==> config.mk <==
export PLATFORM = sky130hd
export DESIGN_NAME = mod_wb_arbiter
export DESIGN_NICKNAME = d
export VERILOG_FILES = /design/src/rtl/wb_pkg.sv /design/src/rtl/wb_scoreboard.sv /design/src/rtl/mod_wb_arbiter.sv
export SDC_FILE = /design/constraint.sdc
export NUM_CORES = 1
export LEC_CHECK = 0
export CORE_AREA = 2 2 170 172
export CTS_CLUSTER_SIZE = 20
export DETAILED_ROUTE_END_ITERATION = 8
export DIE_AREA = 0 0 172 174
export PLACE_DENSITY = 0.76
export SETUP_SLACK_MARGIN = 0.2
export SYNTH_ARGS = -nofsm -noshare
export SYNTH_HDL_FRONTEND = slang
export SYNTH_SLANG_ARGS = --single-unit
==> constraint.sdc <==
create_clock -name clk -period 7.45 [get_ports clk]
set_input_delay 1.49 -clock clk [delete_from_list [all_inputs] [get_ports clk]]
set_output_delay 1.49 -clock clk [all_outputs]
set_load 0.01 [all_outputs]
==> src/rtl/wb_pkg.sv <==
// wb_pkg: shared types and constants for the writeback arbiter.
package wb_pkg;
    localparam int NREGS = 16;
    localparam logic [3:0] RSP_IDX = 4'd4;
    localparam logic [63:0] RSP_STEP = 64'd8;
    typedef enum logic [1:0] {
        RSP_NONE = 2'b00,
        RSP_INC  = 2'b01,
        RSP_DEC  = 2'b10
    } rsp_op_t;
    typedef logic [1:0] wb_state_t;
    localparam wb_state_t IDLE   = 2'd0;
    localparam wb_state_t SECOND = 2'd1;
    localparam wb_state_t HALTED = 2'd2;
endpackage

==> src/rtl/wb_scoreboard.sv <==
// wb_scoreboard: per-register pending-write mask, a set beats a clear on the same register.
module wb_scoreboard
    import wb_pkg::*;
(
    input  logic             clk,
    input  logic             reset,
    input  logic             set_en,
    input  logic [3:0]       set_idx,
    input  logic             clr_en,
    input  logic [3:0]       clr_idx,
    input  logic             clr_rsp,
    output logic [NREGS-1:0] busy
);
    logic [NREGS-1:0] set_m, clr_m;
    assign set_m = {{(NREGS-1){1'b0}}, set_en} << set_idx;
    assign clr_m = ({{(NREGS-1){1'b0}}, clr_en} << clr_idx) | ({{(NREGS-1){1'b0}}, clr_rsp} << RSP_IDX);
    always_ff @(posedge clk) begin
        busy <= reset ? '0 : (busy & ~clr_m) | set_m;
    end
endmodule

==> src/rtl/mod_wb_arbiter.sv <==
// mod_wb_arbiter: round-robin writeback arbiter/sequencer; busy scoreboard built only with WB_SCOREBOARD_EN.
module mod_wb_arbiter
    import wb_pkg::*;
(
    input  logic             clk,
    input  logic             reset,
    input  logic             ex_valid,
    output logic             ex_ready,
    input  logic [3:0]       ex_dst0,
    input  logic [3:0]       ex_dst1,
    input  logic [63:0]      ex_data0,
    input  logic [63:0]      ex_data1,
    input  logic             ex_dual,
    input  logic [1:0]       ex_rsp_op,
    input  logic             ex_nowrite,
    input  logic             ex_sim_end,
    input  logic             mem_valid,
    output logic             mem_ready,
    input  logic [3:0]       mem_dst,
    input  logic [63:0]      mem_data,
    input  logic [63:0]      rsp_in,
    output logic             rf_we,
    output logic [3:0]       rf_waddr,
    output logic [63:0]      rf_wdata,
    output logic             rf_rsp_we,
    output logic [63:0]      rf_rsp_wdata,
    input  logic             rsv_valid,
    input  logic [3:0]       rsv_dst,
    output logic [NREGS-1:0] busy,
    output logic             halt
);
    wb_state_t state;
    logic prio_ex, end_pend, idle, grant_ex, grant_mem, data_wr, rsp_act;
    logic [3:0] dst1_q;
    logic [63:0] data1_q;
    rsp_op_t op;
    assign op = rsp_op_t'(ex_rsp_op);
    assign idle = state == IDLE && !reset;
    assign grant_ex = idle && ex_valid && (!mem_valid || prio_ex);
    assign grant_mem = idle && mem_valid && !grant_ex;
    assign ex_ready = grant_ex;
    assign mem_ready = grant_mem;
    assign data_wr = !ex_nowrite;
    assign rsp_act = op == RSP_INC || op == RSP_DEC;
    // prio_ex only moves on contention, so an uncontested grant does not steal the next turn
    always_ff @(posedge clk) begin
        if (reset) begin
            state <= IDLE;
            prio_ex <= 1'b0;
            end_pend <= 1'b0;
            dst1_q <= '0;
            data1_q <= '0;
            rf_we <= 1'b0;
            rf_waddr <= '0;
            rf_wdata <= '0;
            rf_rsp_we <= 1'b0;
            rf_rsp_wdata <= '0;
            halt <= 1'b0;
        end else begin
            rf_we <= 1'b0;
            rf_rsp_we <= 1'b0;
            halt <= state == HALTED;
            if (ex_valid && mem_valid && idle) prio_ex <= grant_mem;
            if (state == SECOND) begin
                rf_we <= 1'b1;
                rf_waddr <= dst1_q;
                rf_wdata <= data1_q;
                state <= end_pend ? HALTED : IDLE;
            end else if (grant_mem) begin
                rf_we <= 1'b1;
                rf_waddr <= mem_dst;
                rf_wdata <= mem_data;
            end else if (grant_ex) begin
                rf_we <= data_wr;
                rf_waddr <= ex_dst0;
                rf_wdata <= ex_data0;
                dst1_q <= ex_dst1;
                data1_q <= ex_data1;
                end_pend <= ex_sim_end;
                rf_rsp_we <= rsp_act && !(data_wr && ex_dst0 == RSP_IDX);
                if (rsp_act) rf_rsp_wdata <= op == RSP_INC ? rsp_in + RSP_STEP : rsp_in - RSP_STEP;
                state <= data_wr && ex_dual ? SECOND : ex_sim_end ? HALTED : IDLE;
            end
        end
    end
`ifdef WB_SCOREBOARD_EN
    wb_scoreboard u_sb (
        .clk(clk),
        .reset(reset),
        .set_en(rsv_valid),
        .set_idx(rsv_dst),
        .clr_en(rf_we),
        .clr_idx(rf_waddr),
        .clr_rsp(rf_rsp_we),
        .busy(busy)
    );
`else
    logic unused_rsv;
    assign unused_rsv = ^{rsv_valid, rsv_dst};
    assign busy = '0;
`endif
endmodule

=== Yosys cells after proc, flatten, opt, wreduce, memory -nomap -nowiden ===
Cells that the tools add are included.

* Bits in registers: 207
* Input port bits: 282
* Output and inout port bits: 153
* Word-level logic and storage cells: 62

* $add $sub $neg: 2
* Eq/ne operators: 6
* Multiplexer cells: 16
* Bitwise gates (word level): 3
* Reductions and logical operators: 24

{| class="wikitable"
|+ Operators with widths
! operator !! number
|-
| 64-bit 2-to-1 mux || 4
|-
| 64-bit by 4-bit adder with 64-bit output (second input constant) || 1
|-
| 64-bit by 4-bit subtractor with 64-bit output (second input constant) || 1
|-
| 2-bit 2-to-1 mux || 6
|-
| 4-bit 2-to-1 mux || 3
|-
| 1-bit logical AND || 10
|-
| 1-bit logical NOT || 5
|-
| 2-bit by 1-bit equality test with 1-bit output (second input constant) || 2
|-
| 2-bit equality test (second input constant) || 2
|-
| 4-bit by 3-bit equality test with 1-bit output (second input constant) || 1
|-
| 4-bit AND reduction || 1
|-
| 4-bit OR reduction || 1
|-
| 1-bit 2-to-1 mux || 3
|-
| 1-bit NOT || 3
|-
| 3-bit AND reduction || 1
|-
| 3-bit nonzero test || 1
|-
| 2-bit logical NOT || 1
|-
| 1-bit logical OR || 2
|-
| 2-bit by 1-bit != test with 1-bit output (second input constant) || 1
|-
| 2-bit AND reduction || 1
|-
| 2-bit nonzero test || 1
|}

=== Longest topological paths before layout ===
Gate-level depths: netlist of the first run.

* Depth in word-level cells: 8
* Mapped depth: 15
* Depth with buffers taken out: 14

=== Worst setup path after synthesis of the first run ===
OpenSTA, ideal clock, no wires.

* Path type: input to register
* Start: in ex_rsp_op[1]
* End: reg rf_rsp_wdata[61]
* Setup time: 0.117 ns
* Arrival: 5.149 ns
* Data required time: 7.333 ns
* Setup slack: 2.184 ns
* Stages: 14
* Buffers on the path: 0
* Cells stage by stage: inv_1 ha_1 inv_1 ha_1 a21oi_2 a2111oi_4 nor2_2 o31ai_4 nor3b_2 o2111ai_1 a21oi_2 o21bai_1 a21o_1 a32o_1

* Cells in the longest elaborated chain, start to end: 3
* Elaborated cells on any way between the ends: 5
* Classes of those cells: eq/ne: 2; mux: 1; reduce/logical: 2

{| class="wikitable"
|+ RTL lines
! what !! line !! text
|-
| start: declaration || mod_wb_arbiter.sv:14 || <nowiki>input logic [1:0] ex_rsp_op,</nowiki>
|-
| 2-bit by 1-bit equality test with 1-bit output / 2-bit equality test (equally long branches) || mod_wb_arbiter.sv:44, mod_wb_arbiter.sv:81 ||
|-
| 1-bit logical OR || mod_wb_arbiter.sv:44 || <nowiki>assign rsp_act = op == RSP_INC || op == RSP_DEC;</nowiki>
|-
| 4-bit AND reduction (no line) || - ||
|-
| end signal: assignment || mod_wb_arbiter.sv:81 || <nowiki>if (rsp_act) rf_rsp_wdata <= op == RSP_INC ? rsp_in + RSP_STEP : rsp_in - RSP_STEP;</nowiki>
|-
| end: declaration || mod_wb_arbiter.sv:26 || <nowiki>output logic [63:0] rf_rsp_wdata,</nowiki>
|}

Several ways; a longest one is shown, not always the timed one.
A chain may end at the register's enable or synchronous reset.

=== Worst setup path in the final report of the first run ===
* Start: in reset
* End: out ex_ready

* Cells in the longest elaborated chain, start to end: 4

{| class="wikitable"
|+ RTL lines
! what !! line !! text
|-
| start: declaration || mod_wb_arbiter.sv:6 || <nowiki>input logic reset,</nowiki>
|-
| 1-bit logical NOT || mod_wb_arbiter.sv:38 || <nowiki>assign idle = state == IDLE && !reset;</nowiki>
|-
| 1-bit logical AND || mod_wb_arbiter.sv:38 ||
|-
| 1-bit logical AND (2 in series) || mod_wb_arbiter.sv:39 || <nowiki>assign grant_ex = idle && ex_valid && (!mem_valid || prio_ex);</nowiki>
|-
| end: declaration || mod_wb_arbiter.sv:8 || <nowiki>output logic ex_ready,</nowiki>
|}

Every way passes these cells.

==> results by group, run 1 <==
Setup path
  • Worst R2R Path Depth: 8
  • Setup CP Type: in2out
  • Worst Setup Start Kind: primary input
  • FF-to-FF setup slack: 3350 ps
  • Critical R2R Launch: state[1]
  • Crit path DAT: ~4200 ps
  • Critical Path Sink: ex_ready
  • Worst setup path start: reset
  • CP max FO: 82
  • Reg-to-reg endpoint: rf_wdata[20]
  • WP data required: between 5000 and 6000 ps
  • Crit path capture type: output pin

STA
  • Setup TNS: 0 ps
  • Final WS setup: around 1800 ps
  • Fin. max-slew vios: 0
  • Max Clock Skew: 10.5 ps
  • Final hold vios: 0
  • Setup violators final: 0
  • RSZ-0062 raised after global routing: false
  • Final Cycle Share: 0.760
  • Tmin final: around 5700 ps
  • Max transition margin: 0.242
  • Peak Freq: roughly 180 MHz
  • Worst-Margin Slew: 1140 ps

CTS
  • Setup Fix Bufs, Post-CTS: 0
  • Worst skew pair latency: roughly 530 ps
  • # hold bufs at CTS: 0
  • Clk slew on worst S/H paths: about 60 ps
  • TritonCTS clock tree: done
  • Root Buffer: clkbuf_16
  • TritonCTS buffer count: 25
  • CTS Sinks: 207
  • Max Buffers Root-to-Sink: 3
  • H-tree levels: 1
  • Resized cells post-CTS: 0

Logic synthesis
  • Mapped Area: roughly 12000 µm²
  • Register area share after synthesis: 0.354
  • FFs w/ async S/R, synth: 0
  • Mean area per synthesized cell: around 7.5 µm²
  • Count of warnings emitted by yosys: 0
  • Netlist cell types: between 60 and 70
  • Number of synthesized register bits: about 210
  • EDFF count, synth: 0
  • Mapped Cells: 1567
  • Prevailing post-synth register cell: dfxtp_1

Global routing
  • GRT Resource Usage Total: 0.278
  • Vias in the first global route: between 10k and 15k
  • Gr ovfl total: 0
  • Largest net degree at the start of global routing: 103
  • First-pass GRT wire length: about 66 mm
  • Initial antenna violation count: 11

Floorplanning
  • Row Count: just over 60
  • Die Area: between 20000 and 30000 µm²
  • Die span in x: about 170 µm
  • Starting Density: 0.415
  • Chip height: roughly 170 µm
  • Core area: 28200 µm²
  • # IOs: 435

Detailed routing
  • Pre-antenna DRT Iters: 6
  • WL/cell: 19.0 µm
  • Vias after detailed routing: 12.8k
  • Via/cell ratio: about 5.5
  • DRT antenna net count: 0
  • DRT iter0 DRCs: 1032
  • DRC errors left: 0
  • Total Wirelength: around 44 mm

Cells and area
  • Post-layout instance area: between 15000 and 20000 µm²
  • Commonest cells after routing, fill and taps aside: clkdlybuf4s50_1 (412), nand2_1 (269), a21oi_1 (248)
  • Layout cells sized above 1: 0.0383
  • Layout Nets: 2262
  • Most common cell after layout, fill and taps aside: clkdlybuf4s50_1
  • P&R area growth vs syn: 43.6%
  • Finished Core Util: 0.595

Placed design
  • GPL Wtd Cong: between 0.9 and 1
  • HPWL after DPL: roughly 31 mm
  • Setup Slack @ Placement: between 1000 and 1500 ps
  • PortBufs: around 410
  • Area post-placement: 16000 µm²

Flow run
  • Maxcap violations: 0

Pwr
  • Peak supply drop: 0.142 mV
  • Leakage power: ~6.3 nW
  • Ratio of total power to cell area: 196 nW/µm²
  • Tot Pwr: between 3 and 4 mW

Run status
  • Status: complete, no violations

Hold path
  • Hold WC Path Type: reg2reg
critical path, cell delays in order:
cell             delay [ps]
buf_6                   260
nor3_1                  490
nand3_4                 560
inv_6                   610
clkdlybuf4s50_1         640
how the worst min path moves through the flow:
stage	startpoint	endpoint	slack, ps	depth (start not counted)
after detailed placement	rf_rsp_wdata[12]	rf_rsp_wdata[12]	440	2
after floorplan	data1_q[0]	data1_q[0]	440	2
final	rf_rsp_wdata[12]	rf_rsp_wdata[12]	450	2
after CTS	rf_rsp_wdata[12]	rf_rsp_wdata[12]	450	2
after global placement	rf_rsp_wdata[62]	rf_rsp_wdata[62]	440	2
after global routing	rf_rsp_wdata[20]	rf_rsp_wdata[20]	470	2
state kept, by name, summed over array words and instances (netlist names), 2 cells and up:
register / cells
data1_q: 64
rf_rsp_wdata: 64
state: 2
rf_waddr: 4
dst1_q: 4
rf_wdata: 64
power by group:
group	internal (mW)	switching [mW]	total [mW]
registers	1.18	0.0397	1.22
logic	0.424	0.452	0.877
clock network	0.721	0.478	1.20
metal layers:
layer  global-route usage  part of all wire  vias to the layer above
met1                0.331              0.39                     5942
met4                0.129             0.042                        8
met3               0.0817             0.095                      107
li1                     -                 -                     6208
met5                    0            0.0012                        -
met2                0.460              0.47                      507
area by class of cell:
class                           count  area [µm²]
Antenna cell                        6        15.0
Clock buffer                       40         752
Clock inverter                      5        53.8
Fill cell                        2538       11400
Inverter                           21        83.8
Multi-Input combinational cell   1232        7060
Sequential cell                   207        4140
Tap cell                          384         480
Timing Repair Buffer              425        4230
stage by stage:
| stage | hold slack, ps | instances |
|---|---|---|
| floorplan | 436 | 1582 |
| global placement | 439 | 2269 |
| detailed placement | 445 | 2269 |
| CTS | 453 | 2314 |
| global route | 468 | 2319 |
| finish | 448 | 2320 |
cells by family after synthesis:
| family | count (synthesis) | share of synthesized area |
|---|---|---|
| AO/OA/AOI/OAI | 489 | 0.261 |
| XOR/XNOR | 55 | 0.0411 |
| adder cells (fa/ha/maj) | 68 | 0.0733 |
| buffers and inverters | 143 | 0.0510 |
| flip-flops | 207 | 0.354 |
| multiplexers | 2 | 0.00171 |
| other | 1 | 0.000320 |
| AND/OR/NAND/NOR | 602 | 0.218 |
cell usage after synthesis, drive strengths merged, types with 2 or more instances:
library cell  number  area, µm²
nand3b             5       41.3
ha                67        838
a21oi            252       1280
and2               6       37.5
a21boi             5       37.5
buf               21        139
xor2              28        245
o2111ai            2       17.5
a31oi              8       50.1
nor3b              3       27.5
nor4               2       12.5
a221o              3       30.0
nand2            271       1020
a221oi            69        604
nand4             18        113
xnor2             27        236
inv               21       78.8
nand2b             6       37.5
a211oi             8       60.1
a21o              28        210
and3               5       31.3
nor2b              6       37.5
o21ai             66        334
nand3             17       85.1
o31ai              5       51.3
nor3              76        385
clkbuf           101        379
nor2             183        689
a2111oi            3       63.8
o21bai            17        128
o31a               2       17.5
a41oi              3       26.3
o21a               9       67.6
mux2i              2       20.0
dfxtp            207       4140
Note: power is estimated with default switching activity, not from simulation.
==> run 2, diff against run 1 <==
- clock period: 7.45 -> 5.4 ns (I/O delays scaled with it)
==> run 2 against run 1 <==
  * Combinational power up 39%
  * Wire length up 0.70%
  * Design area rose by 0.31%
  * Critical endpoint is now rf_rsp_wdata[61]
  * Largest cell class unchanged
==> results by group, run 2 (synthesis gave the netlist of run 1 again) <==
Setup path
  • CP Depth: 14 (+9)
  • Worst R2R Path Depth: 7 (-1)
  • Worst path most repeated cell: ha_1
  • Crit path capture type: flop
  • Critical path's slowest cell: o32ai_1
  • Bufs and invs on worst path: 2 (-1)
  • Worst path top cell family by delay: compound AO/OA/AOI/OAI gates
  • Worst Setup Start Kind: primary input
  • CP max FO: 22 (-73%)
  • Crit-path cells: clkdlybuf4s50_1 > ha_1 > inv_2 > ha_1 > nand2_2 > o32ai_1 > nor2_2 > o31ai_4 > nor3b_2 > o2111ai_1 > a21oi_2 > o21bai_1 > a21o_1 > a32o_1
  • Crit-path max cell delay: 490 ps (-150 ps)
  • Crit path DAT: 5000 ps (+830 ps)
  • WP data required: 5800 ps (-160 ps)
  • Setup CP Type: in2reg

STA
  • Worst-Margin Slew: 941 ps (-196 ps)
  • Final hold vios: 0 (unchanged)
  • Peak Freq: 218 MHz
  • Setup TNS: 0 ps (unchanged)
  • Fin. max-slew vios: 0 (unchanged)
  • Max Clock Skew: 8.20 ps (-2.34 ps)
  • Tmin final: 4590 ps
  • Final WS setup: 806 ps (-985 ps)
  • Max transition margin: 0.373 (+0.131)
  • Setup violators final: 0 (unchanged)
  • Final Cycle Share: 0.851
  • RSZ-0062 raised after global routing: false
  • Fin Hold WS: 449 ps (+1.57 ps)

Global routing
  • Gr ovfl total: 0 (unchanged)
  • Initial antenna violation count: 9 (-2)
  • GRT busiest layer: met2
  • GRT Resource Usage Total: 0.281 (+0.00259)
  • Met3 Usage GRT: 0.0954 (+0.0137)
  • Met2 Use GR: 0.456 (-0.00318)
  • Vias in the first global route: 12.2k (+1.0%)
  • GR met1 Demand/Resource: 0.328 (-0.00325)
  • First-pass GRT wire length: 67.0 mm (+0.85%)
  • Largest net degree at the start of global routing: 97 (-5.8%)

Pwr
  • Ratio of total power to cell area: 269 nW/µm² (+38%)
  • Clock share of power: 0.363 (about the same)
  • Flop pwr share: 0.369 (about the same)
  • Leakage power: 6.35 nW (+0.42%)
  • Logic pwr share: 0.269 (+0.003)
  • Sw Pwr: 1.34 mW (+38%)
  • Internal Pwr Total: 3.20 mW (+38%)
  • Sw Share: 0.295 (about the same)
  • Tot Pwr: 4.54 mW (+38%)
  • Peak supply drop: 0.244 mV (+72%)

Detailed routing
  • DRC errors left: 0 (unchanged)
  • WL/cell: 19.1 µm (+0.49%)
  • Total Wirelength: 44.3 mm (+0.70%)
  • DRT iter0 DRCs: 927 (-10%)
  • Via/cell ratio: 5.52 (+0.32%)
  • DRT antenna net count: 0 (unchanged)
  • Vias after detailed routing: 12.8k (+0.54%)
  • Pre-antenna DRT Iters: 5 (-1)

Cells and area
  • Largest regs: data1_q x64, rf_rsp_wdata x64, rf_wdata x64
  • Most common cell after layout, fill and taps aside: clkdlybuf4s50_1
  • Commonest cells after routing, fill and taps aside: clkdlybuf4s50_1 (412), nand2_1 (269), a21oi_1 (248)
  • Layout cells sized above 1: 0.0419 (+0.00356)
  • Layout Nets: 2267 (+0.22%)
  • P&R area growth vs syn: 44.1%
  • Layout fillers: 2532 (-0.24%)

Flow run
  • Maxcap violations: 0 (unchanged)

CTS
  • Clk slew on worst S/H paths: 60 ps (about the same)
  • H-tree levels: 1 (unchanged)
  • Worst skew pair latency: 510 ps (-20 ps)
  • Root Buffer: clkbuf_16
  • # hold bufs at CTS: 0 (unchanged)
  • Setup Fix Bufs, Post-CTS: 0 (unchanged)
  • TritonCTS clock tree: done
  • CTS Sinks: 207 (unchanged)
  • Resized cells post-CTS: 0 (unchanged)
  • TritonCTS buffer count: 24 (-4.0%)
  • Max Buffers Root-to-Sink: 3 (unchanged)

Floorplanning
  • Die span in x: 172 µm (unchanged)
  • Core area: 28200 µm² (unchanged)
  • # IOs: 435 (unchanged)
  • Die Area: 29900 µm² (unchanged)
  • Starting Density: 0.415 (unchanged)
  • Row Count: 62 (unchanged)
  • Chip height: 174 µm (unchanged)

Placed design
  • Setup Slack @ Placement: 317 ps (-1100 ps)
  • GPL Wtd Cong: 0.912 (-0.25%)
  • PortBufs: 413 (unchanged)
  • HPWL after DPL: 31.8 mm (+2.0%)

Hold path
  • Hold WC Path Type: reg2reg
  • Hold Crit Depth: 2 (unchanged)

Run status
  • Status: complete, no violations
-- run 2: routing by layer --
metal	up-vias	wire, µm
li1	6215	-
met1	5994	17300
met2	522	20200
met3	108	4500
met4	2	2260
met5	-	13
-- run 2: metrics by stage --
stage / area (µm²) / util / cells
floorplan: 11800 / - / 1582
global placement: 16100 / 0.568 / 2275
detailed placement: 16100 / 0.568 / 2275
CTS: 16800 / 0.597 / 2317
global route: 16900 / 0.597 / 2324
finish: 16900 / 0.597 / 2325
-- run 2: layout make-up --
type                    count  area, µm²  area share
multi-input cells        1232       7060       0.419
repair buffers            431       4280       0.254
flip-flops and latches    207       4140       0.246
clock buffers              33        696      0.0412
well taps                 384        480      0.0285
clock inverters             9        100     0.00593
inverters                  21       83.8     0.00497
diodes                      8       20.0     0.00119
-- run 2: tightest hold or removal path, cell delays in order (launching register included) --
cell	delay (ps)
dfxtp_1	300
nand2_1	50
a21oi_1	50
-- run 2: power groups by stage --
stage,Combinational [mW],Sequential [mW],Clock [mW]
floorplan,0.640,1.73,0
global placement,1.19,1.70,0
detailed placement,1.20,1.71,0
CTS,1.21,1.67,1.68
global route,1.33,1.68,1.75
finish,1.22,1.68,1.65
-- run 2: final timing paths --
path,from,end,slack [ps]
setup / recovery,ex_rsp_op[0],rf_rsp_wdata[61],810
hold / removal,rf_rsp_wdata[12],rf_rsp_wdata[12],450
setup reg to reg,state[1],rf_wdata[17],2510
hold reg to reg,rf_rsp_wdata[12],rf_rsp_wdata[12],450
==> run 3, diff against run 2 <==
- clock period: 5.4 -> 5.63 ns (I/O delays scaled with it)
==> run 3 against run 2 <==
  * Via count hardly changed
  * Design area increased by 0.24%
  * Sequential share of layout area decreased by 0.058 points
  * Sequential cell count stayed put
  * Total power is 2.5% lower
  * Register-to-register slack got worse by 210 ps
  * Final cell count increased by 0.17%
  * Largest cell class unchanged
==> results by group, run 3 (synthesis gave the netlist of run 1 again) <==
Cells and area
  • Layout cells sized above 1: 0.0408 (-0.00106)
  • Register area: 4140 µm² (unchanged)
  • Post-layout instance area: 16900 µm² (+0.24%)
  • Commonest cells after routing, fill and taps aside: clkdlybuf4s50_1 (412), nand2_1 (269), a21oi_1 (248)
  • Most common cell after layout, fill and taps aside: clkdlybuf4s50_1
  • Multi-input logic area: 7060 µm² (unchanged)
  • Post-Layout Cell Count: 2329 (+0.17%)
  • Finished Core Util: 0.599 (+0.00142)
  • Layout Nets: 2266 (-0.044%)
  • Largest regs: data1_q x64, rf_rsp_wdata x64, rf_wdata x64
  • Layout fillers: 2583 (+2.0%)
  • P&R area growth vs syn: 44.4%

Global routing
  • Vias in the first global route: 12.2k (+0.074%)
  • Initial antenna violation count: 14 (+5)
  • First-pass GRT wire length: 66.1 mm (-1.4%)
  • Gr ovfl total: 0 (unchanged)
  • Largest net degree at the start of global routing: 96 (-1.0%)
  • GRT Resource Usage Total: 0.277 (-0.00367)

STA
  • Final Cycle Share: 0.829
  • Setup TNS: 0 ps (unchanged)
  • Max transition margin: 0.216 (-0.157)
  • Peak Freq: between 200 and 250 MHz
  • Fin. max-slew vios: 0 (unchanged)
  • Tmin final: 4670 ps
  • Max Clock Skew: 11.6 ps (+3.39 ps)
  • Final hold vios: 0 (unchanged)
  • Fin Hold WS: 446 ps (-3.35 ps)
  • Setup violators final: 0 (unchanged)
  • Worst-Margin Slew: 1170 ps (+231 ps)
  • RSZ-0062 raised after global routing: false

CTS
  • Worst skew pair latency: 520 ps (about the same)
  • # hold bufs at CTS: 0 (unchanged)
  • TritonCTS clock tree: done
  • Resized cells post-CTS: 0 (unchanged)
  • TritonCTS buffer count: 24 (unchanged)
  • Max Buffers Root-to-Sink: 3 (unchanged)
  • Root Buffer: clkbuf_16
  • CTS Sinks: 207 (unchanged)
  • H-tree levels: 1 (unchanged)
  • Clk slew on worst S/H paths: 60 ps (about the same)
  • Setup Fix Bufs, Post-CTS: 0 (unchanged)

Floorplanning
  • Core area: 28200 µm² (unchanged)
  • Die Area: 29900 µm² (unchanged)
  • Die span in x: 172 µm (unchanged)
  • Chip height: 174 µm (unchanged)
  • Row Count: 62 (unchanged)
  • Starting Density: 0.415 (unchanged)
  • # IOs: 435 (unchanged)

Detailed routing
  • DRC errors left: 0 (unchanged)
  • Via/cell ratio: 5.51 (-0.20%)
  • DRT antenna net count: 0 (unchanged)
  • DRT iter0 DRCs: 900 (-2.9%)
  • Vias after detailed routing: 12.8k (-0.031%)
  • Total Wirelength: 44.1 mm (-0.36%)
  • WL/cell: 19.0 µm (-0.53%)
  • Pre-antenna DRT Iters: 7 (+2)

Setup path
  • Crit-path cells: clkdlybuf4s50_1 > ha_1 > inv_2 > buf_4 > ha_1 > a21o_1 > a31oi_1 > a2bb2oi_1 > a21oi_1 > o2111ai_1 > nand3_1 > a21boi_0 > buf_4 > o21ai_0 > xnor2_1 > o21ai_0
  • FF-to-FF setup slack: 2300 ps (-210 ps)
  • Crit-path max cell delay: 480 ps (about the same)
  • Worst R2R Path Depth: 7 (unchanged)
  • Critical R2R Launch: state[1]
  • Worst setup path start: ex_rsp_op[0]
  • Crit path capture type: flop
  • CP max FO: 20 (-9.1%)
  • Crit path DAT: 5040 ps (+40 ps)
  • Worst Setup Start Kind: primary input
  • Setup CP Type: in2reg
  • Reg-to-reg endpoint: rf_wdata[19]
  • Critical path's slowest cell: clkdlybuf4s50_1
  • WP data required: 6010 ps (+210 ps)

Placed design
  • Area post-placement: 16000 µm² (about the same)
  • PortBufs: 413 (unchanged)
  • HPWL after DPL: 31.9 mm (+0.27%)
  • GPL Wtd Cong: 0.933 (+2.2%)
  • # placed instances: 2274 (-0.044%)

Hold path
  • Hold EP: rf_rsp_wdata[50]
  • Hold WC Path Type: reg2reg
  • Hold Path Origin: rf_rsp_wdata[50]
  • Hold Crit Depth: 2 (unchanged)

Pwr
  • Leakage power: 6.36 nW (+0.12%)
  • Peak supply drop: 0.204 mV (-16%)
  • Ratio of total power to cell area: 262 nW/µm² (-2.8%)

Flow run
  • Maxcap violations: 0 (unchanged)

Run status
  • Status: complete, no violations
## run 3: changes by cell type in the layout (fill, tap and decap cells not counted), sizes merged
| cell | before | now |
|---|---|---|
| diode | 8 | 11 |
| buf | 19 | 18 |
| clkinv | 5 | 2 |
| bufinv | 2 | 3 |
| clkbuf | 33 | 37 |
## run 3: worst max path at each step
stage,cells past startpoint,slack [ps],end
after floorplan,14,730,rf_rsp_wdata[61]
after global placement,16,610,rf_rsp_wdata[63]
after detailed placement,17,540,rf_rsp_wdata[55]
after CTS,17,1070,rf_rsp_wdata[55]
after global routing,17,740,rf_rsp_wdata[55]
final,16,960,rf_rsp_wdata[55]
## run 3: cell type report
class                           instances  share of cell area
Antenna cell                           11             0.00163
Sequential cell                       207               0.245
Multi-Input combinational cell       1232               0.418
Clock inverter                          7             0.00681
Clock buffer                           37              0.0426
Timing Repair Buffer                  430               0.253
Tap cell                              384              0.0284
Inverter                               21             0.00496
## run 3: critical path: cells and delay by family
kind                       cells  cell delay, ps
AOI/OAI and AO/OA              8            1670
xor gates and xnor gates       1             150
adders and majority gates      2             710
buffers and inverters          4            1200
and+or+nand+nor                1             180
## run 3: power by group
group / leakage [nW] / total (mW) / internal [mW] / switching, mW
logic: 4.27 / 1.17 / 0.568 / 0.605
clock network: 0.403 / 1.65 / 1.02 / 0.635
registers: 1.69 / 1.61 / 1.55 / 0.0505
total: 6.36 / 4.43 / 3.14 / 1.29
## run 3: metal layers
metal | wire [µm] | share of wire | global-route usage
met5 | 56 | 0.0013 | 0
met4 | 2020 | 0.046 | 0.125
met3 | 3910 | 0.089 | 0.0781
met2 | 20900 | 0.47 | 0.470
met1 | 17300 | 0.39 | 0.323
## run 3: metrics by stage
stage          total power, mW  setup WS, ps
6_report                  4.43           964
3_3_place_gp              2.78           609
5_1_grt                   4.63           736
3_5_place_dp              2.79           542
4_1_cts                   4.45          1070
2_1_floorplan             2.27           728
